**src/rtl/mux_rr_arbiter.sv**
```systemverilog
// mux_rr_arbiter: two-lane input scheduler for the 2:1 byte mux datapath.
// Each lane has a small FIFO. A round-robin arbiter pops at most one byte per
// cycle into a registered output with a valid flag. pause_out stalls pops.
// Optional build macro MUX_ARB_STRICT_PRIO_EN: lane 0 always wins when eligible.
module mux_rr_arbiter #(
    parameter int DATA_W     = 8,
    parameter int FIFO_DEPTH = 4,
    parameter int AW         = 2
) (
    input  logic              clk,
    input  logic              reset_L,
    input  logic [DATA_W-1:0] data_in_0,
    input  logic              valid_in_0,
    input  logic [DATA_W-1:0] data_in_1,
    input  logic              valid_in_1,
    input  logic              pause_out,
    output logic              full_0,
    output logic              full_1,
    output logic [AW:0]       fifo_cnt_0,
    output logic [AW:0]       fifo_cnt_1,
    output logic [DATA_W-1:0] data_out,
    output logic              valid_out,
    output logic              grant_out,
    output logic [1:0]        err_overflow
);

    typedef enum logic [0:0] {StLast0 = 1'b0, StLast1 = 1'b1} arb_state_e;

    localparam logic [AW:0] CntFull = (AW+1)'(FIFO_DEPTH);

    logic [DATA_W-1:0] r_mem_0 [FIFO_DEPTH];
    logic [DATA_W-1:0] r_mem_1 [FIFO_DEPTH];
    logic [AW-1:0]     r_wr_ptr_0, r_rd_ptr_0, r_wr_ptr_1, r_rd_ptr_1;
    logic [AW:0]       r_cnt_0, r_cnt_1;
    arb_state_e        r_state, w_state_next;

    logic              w_elig_0, w_elig_1;
    logic              w_pop, w_grant;
    logic              w_push_0, w_push_1;
    logic              w_pop_0, w_pop_1;
    logic [DATA_W-1:0] w_head;

    assign full_0     = (r_cnt_0 == CntFull);
    assign full_1     = (r_cnt_1 == CntFull);
    assign fifo_cnt_0 = r_cnt_0;
    assign fifo_cnt_1 = r_cnt_1;

    // Full is judged on the pre-edge count, so a same-edge pop never frees a slot.
    assign w_push_0 = valid_in_0 & ~full_0;
    assign w_push_1 = valid_in_1 & ~full_1;
    assign w_elig_0 = (r_cnt_0 != '0) & ~pause_out;
    assign w_elig_1 = (r_cnt_1 != '0) & ~pause_out;
    assign w_pop_0  = w_pop & ~w_grant;
    assign w_pop_1  = w_pop & w_grant;
    assign w_head   = w_grant ? r_mem_1[r_rd_ptr_1] : r_mem_0[r_rd_ptr_0];

    // Arbitration and next-state: grant selection and last-granted tracking.
    always_comb begin
        w_pop        = 1'b0;
        w_grant      = 1'b0;
        w_state_next = r_state;
        if (w_elig_0 && w_elig_1) begin
            w_pop = 1'b1;
`ifdef MUX_ARB_STRICT_PRIO_EN
            w_grant = 1'b0;
`else
            w_grant = (r_state == StLast0);
`endif
        end else if (w_elig_0) begin
            w_pop   = 1'b1;
            w_grant = 1'b0;
        end else if (w_elig_1) begin
            w_pop   = 1'b1;
            w_grant = 1'b1;
        end
        if (w_pop) begin
            w_state_next = w_grant ? StLast1 : StLast0;
        end
    end

    // Arbiter state register; reset to LAST1 so lane 0 wins first.
    always_ff @(posedge clk or negedge reset_L) begin
        if (!reset_L) begin
            r_state <= StLast1;
        end else begin
            r_state <= w_state_next;
        end
    end

    // FIFO storage; contents are don't-care until counted, so no reset needed.
    always_ff @(posedge clk) begin
        if (w_push_0) r_mem_0[r_wr_ptr_0] <= data_in_0;
        if (w_push_1) r_mem_1[r_wr_ptr_1] <= data_in_1;
    end

    // FIFO pointers, occupancy counts and sticky overflow flags.
    always_ff @(posedge clk or negedge reset_L) begin
        if (!reset_L) begin
            r_wr_ptr_0   <= '0;
            r_rd_ptr_0   <= '0;
            r_wr_ptr_1   <= '0;
            r_rd_ptr_1   <= '0;
            r_cnt_0      <= '0;
            r_cnt_1      <= '0;
            err_overflow <= 2'b00;
        end else begin
            if (w_push_0) r_wr_ptr_0 <= r_wr_ptr_0 + 1'b1;
            if (w_push_1) r_wr_ptr_1 <= r_wr_ptr_1 + 1'b1;
            if (w_pop_0)  r_rd_ptr_0 <= r_rd_ptr_0 + 1'b1;
            if (w_pop_1)  r_rd_ptr_1 <= r_rd_ptr_1 + 1'b1;
            if (w_push_0 && !w_pop_0)      r_cnt_0 <= r_cnt_0 + 1'b1;
            else if (!w_push_0 && w_pop_0) r_cnt_0 <= r_cnt_0 - 1'b1;
            if (w_push_1 && !w_pop_1)      r_cnt_1 <= r_cnt_1 + 1'b1;
            else if (!w_push_1 && w_pop_1) r_cnt_1 <= r_cnt_1 - 1'b1;
            if (valid_in_0 && full_0) err_overflow[0] <= 1'b1;
            if (valid_in_1 && full_1) err_overflow[1] <= 1'b1;
        end
    end

    // Output register: capture the popped byte, else drop valid and hold data.
    always_ff @(posedge clk or negedge reset_L) begin
        if (!reset_L) begin
            data_out  <= '0;
            valid_out <= 1'b0;
            grant_out <= 1'b0;
        end else begin
            valid_out <= w_pop;
            if (w_pop) begin
                data_out  <= w_head;
                grant_out <= w_grant;
            end
        end
    end

endmodule

```
**config.mk**
```make
export PLATFORM = sky130hd
export DESIGN_NAME = mux_rr_arbiter
export DESIGN_NICKNAME = d
export VERILOG_FILES = /design/src/rtl/mux_rr_arbiter.sv
export SDC_FILE = /design/constraint.sdc
export NUM_CORES = 1
export LEC_CHECK = 0
export CAP_MARGIN = 40
export CORE_MARGIN = 2
export CORE_UTILIZATION = 52
export DETAILED_ROUTE_END_ITERATION = 8
export GPL_TIMING_DRIVEN = 0
export HOLD_SLACK_MARGIN = 0.12
export PLACE_DENSITY = 0.74
export SLEW_MARGIN = 20
export SYNTH_ARGS = -nofsm -noshare
export SYNTH_HDL_FRONTEND = slang
export SYNTH_SLANG_ARGS = --single-unit
```
**constraint.sdc**
```tcl
create_clock -name clk -period 3.8 [get_ports clk]
set_clock_uncertainty 0.15 [all_clocks]
set_input_delay 1.14 -clock clk [delete_from_list [all_inputs] [get_ports clk]]
set_output_delay 1.14 -clock clk [all_outputs]
set_load 0.01 [all_outputs]
```
==> flow_summary.json <==
{
  "outcome": "finished clean",
  "ant_nets": 0,
  "start_util_pct": 52.75,
  "cts_root_buf": "clkbuf_8",
  "synth_area_per_cell_sq_um": 18.82,
  "fp.dieArea_sq_mm": 0.007937,
  "post-cts-setup-buffers": 0,
  "synthesis.nets": 233,
  "clk_latency_ns": 0.36,
  "first_pass_iters": 4,
  "setup_tns_ns": 0,
  "cp.required_ns": 3.93,
  "drive_gt1_share_pct": 18.75,
  "grt_max_degree": 28,
  "r2r_slack_ns": 1.15,
  "ys_seq_elements": 91,
  "ys_types": 36,
  "ctsResizeCount": 0,
  "synth-edff-count": 64,
  "core_area_sq_mm": 0.007137,
  "worst-r2r-cell-count": 8,
  "io_pins": 41,
  "worstPathArrival_ns": 3.40,
  "fmax_mhz": 305.8,
  "crit_end": "fifo_cnt_0[2]",
  "avgRoutedWirePerCell_um": 17.07,
  "num_vias": 1889,
  "p_per_area_mw_per_mm2": 760.0,
  "antenna_cells": 0,
  "setup.worst_path.start_class": "primary input",
  "slew_headroom_pct": 56.38,
  "placed_cells": 339,
  "final-seq-area_sq_mm": 0.002599,
  "worstMarginPinSlew_ns": 0.6543,
  "postSynthCellCount": 200,
  "post-route-min-period_ns": 3.270,
  "p_total_uw": 3399,
  "maxSlewViolCount": 0,
  "overflow": 0,
  "numCtsBuffers": 9,
  "drcViolationCount": 0,
  "grt_usage_pct": 16.62,
  "crit_type": "primary input to register",
  "routed_wl_um": 6060,
  "r2r-start": "fifo_cnt_0[0]",
  "dp_hpwl_um": 4244,
  "num_rows": 31,
  "synthTopCellsByCount": "edfxtp_1, dfrtp_1, mux4_2, ha_1, inv_1",
  "holdBufCountCts": 0,
  "area_growth_pct": 18.81,
  "hold_class": "register to register",
  "yosysSeqAreaShare_pct": 69.03,
  "finalWorstSetupSlack_ns": 0.5296,
  "p_leak_uw": 0.001608,
  "grt_antenna_before_repair": 0,
  "nFillCells": 553,
  "die_h_um": 89.09,
  "netlist_area_sq_mm": 0.003765,
  "drt_iter0_drc": 120,
  "globalplace.congestion": 0.7041,
  "setup_viol": 0,
  "synth.area.top_cells": "edfxtp_1, dfrtp_1, mux4_2",
  "clkSinkCount": 91,
  "stdcell_count": 355,
  "numPortBuffers": 40,
  "period_share_pct": 86.06,
  "holdPathStages": 1,
  "multiInputGateArea_sq_mm": 0.001071,
  "cp-end-kind": "register",
  "synth.most_common_cell": "edfxtp_1",
  "die_w_um": 89.09,
  "synth_top_area_share_pct": 51.05,
  "grt_pass1_wl_um": 9384,
  "crit_path_max_fanout": 10,
  "via_per_inst": 5.321,
  "finish.net_count": 284,
  "yosysWarnings": 0,
  "fin_util_pct": 62.68,
  "cts_buffer_depth": 2,
  "cts_tree": "built",
  "h-tree-depth": 3,
  "hold_viol_final": 0,
  "async_flop_share_pct": 29.67,
  "pre_cts_ws_ns": 0.1426,
  "rsz0062_at_grt": "no",
  "synth_top_area_cell": "edfxtp_1",
  "rr_endpoint": "fifo_cnt_1[1]",
  "grt_pass1_vias": 1850,
  "synthFlopType": "edfxtp_1",
  "setup.worst_path.start": "pause_out",
  "cts.clk_slew.worst_paths_ns": 0.09,
  "peakVddDrop_v": 0.0002849,
  "maxCapViolCount": 0
}
==> state kept, by name, indices dropped and copies added (netlist names) <==
name and cells:
data_out 8, err_overflow 2, fifo_cnt_0 3, fifo_cnt_1 3, grant_out 1, r_mem_0 32, r_mem_1 32, r_rd_ptr_0 2
r_rd_ptr_1 2, r_state 1, r_wr_ptr_0 2, r_wr_ptr_1 2, valid_out 1
==> layout by cell type, fill, tap and decap left out, drive strengths merged <==
cell type | synthesis | layout
edfxtp | 64 | 64
clkdlybuf4s50 | 0 | 39
dfrtp | 26 | 26
mux4 | 16 | 16
clkbuf | 5 | 14
inv | 9 | 13
ha | 10 | 10
and2 | 8 | 8
o2111a | 8 | 8
a221o | 8 | 8
xnor2 | 7 | 7
buf | 6 | 7
xor2 | 5 | 5
mux2 | 4 | 4
a21o | 3 | 3
clkinv | 1 | 3
nor2b | 2 | 2
o21ai | 2 | 2
nor2 | 2 | 2
fa | 2 | 2
nor3 | 2 | 2
nor3b | 2 | 2
or3 | 1 | 1
a211oi | 1 | 1
o211ai | 1 | 1
o31ai | 1 | 1
o2111ai | 1 | 1
a2111oi | 1 | 1
nand2b | 1 | 1
clkinvlp | 0 | 1
dfstp | 1 | 1
==> how the worst min path moves through the flow <==
stage / from / to
6_report: err_overflow[0] / err_overflow[0]
5_1_grt: err_overflow[0] / err_overflow[0]
4_1_cts: err_overflow[0] / err_overflow[0]
3_5_place_dp: err_overflow[0] / err_overflow[0]
3_3_place_gp: err_overflow[0] / err_overflow[0]
2_1_floorplan: err_overflow[0] / err_overflow[0]
==> metrics by stage <==
| stage | hold slack [ns] | area (sq um) |
|---|---|---|
| 4_1_cts | 0.3230 | 4473 |
| 3_3_place_gp | 0.2877 | 4289 |
| 2_1_floorplan | 0.3432 | 3765 |
| 3_5_place_dp | 0.3016 | 4284 |
| 5_1_grt | 0.3339 | 4473 |
| 6_report | 0.3212 | 4473 |
==> layer usage <==
| layer | routed length, um | up-vias | track usage [%] |
|---|---|---|---|
| li1 | - | 885 | - |
| met1 | 2780 | 962 | 22.34 |
| met2 | 3024 | 35 | 26.40 |
| met3 | 154 | 7 | 3.047 |
| met4 | 100 | 0 | 8.141 |
| met5 | 0 | - | 0 |
==> cell type report <==
type,instances,area share (%)
clock inverters,7,1.455
clock buffers,9,2.769
well taps,99,2.769
repair buffers,40,8.839
flip-flops and latches,91,58.10
multi-input cells,88,23.94
inverters,10,0.8392
plain buffers,11,1.287
==> cell families (layout without fill, tap and decap cells) <==
kind of cell / Yosys count / in the layout / share of synthesized area (%)
fa+ha+maj: 12 / 12 / 4.387
buf+inv: 21 / 77 / 2.525
flops: 91 / 91 / 69.03
simple gates: 18 / 18 / 3.423
mux: 20 / 20 / 10.77
compound gates: 26 / 26 / 7.079
xor+xnor: 12 / 12 / 2.792
==> worst max-delay path: stages <==
cell	delay, ns
clkdlybuf4s50_1	0.66
clkinv_1	0.32
o211ai_1	0.22
ha_1	0.23
inv_1	0.06
fa_1	0.37
xor2_1	0.15
nor2_1	0.12
xor2_1	0.15
==> power breakdown <==
part | switching (uW) | internal, uW
combinational | 588 | 670
sequential | 160 | 1370
clock | 358 | 253
total | 1110 | 2290
(Power assumes the default switching activity.)
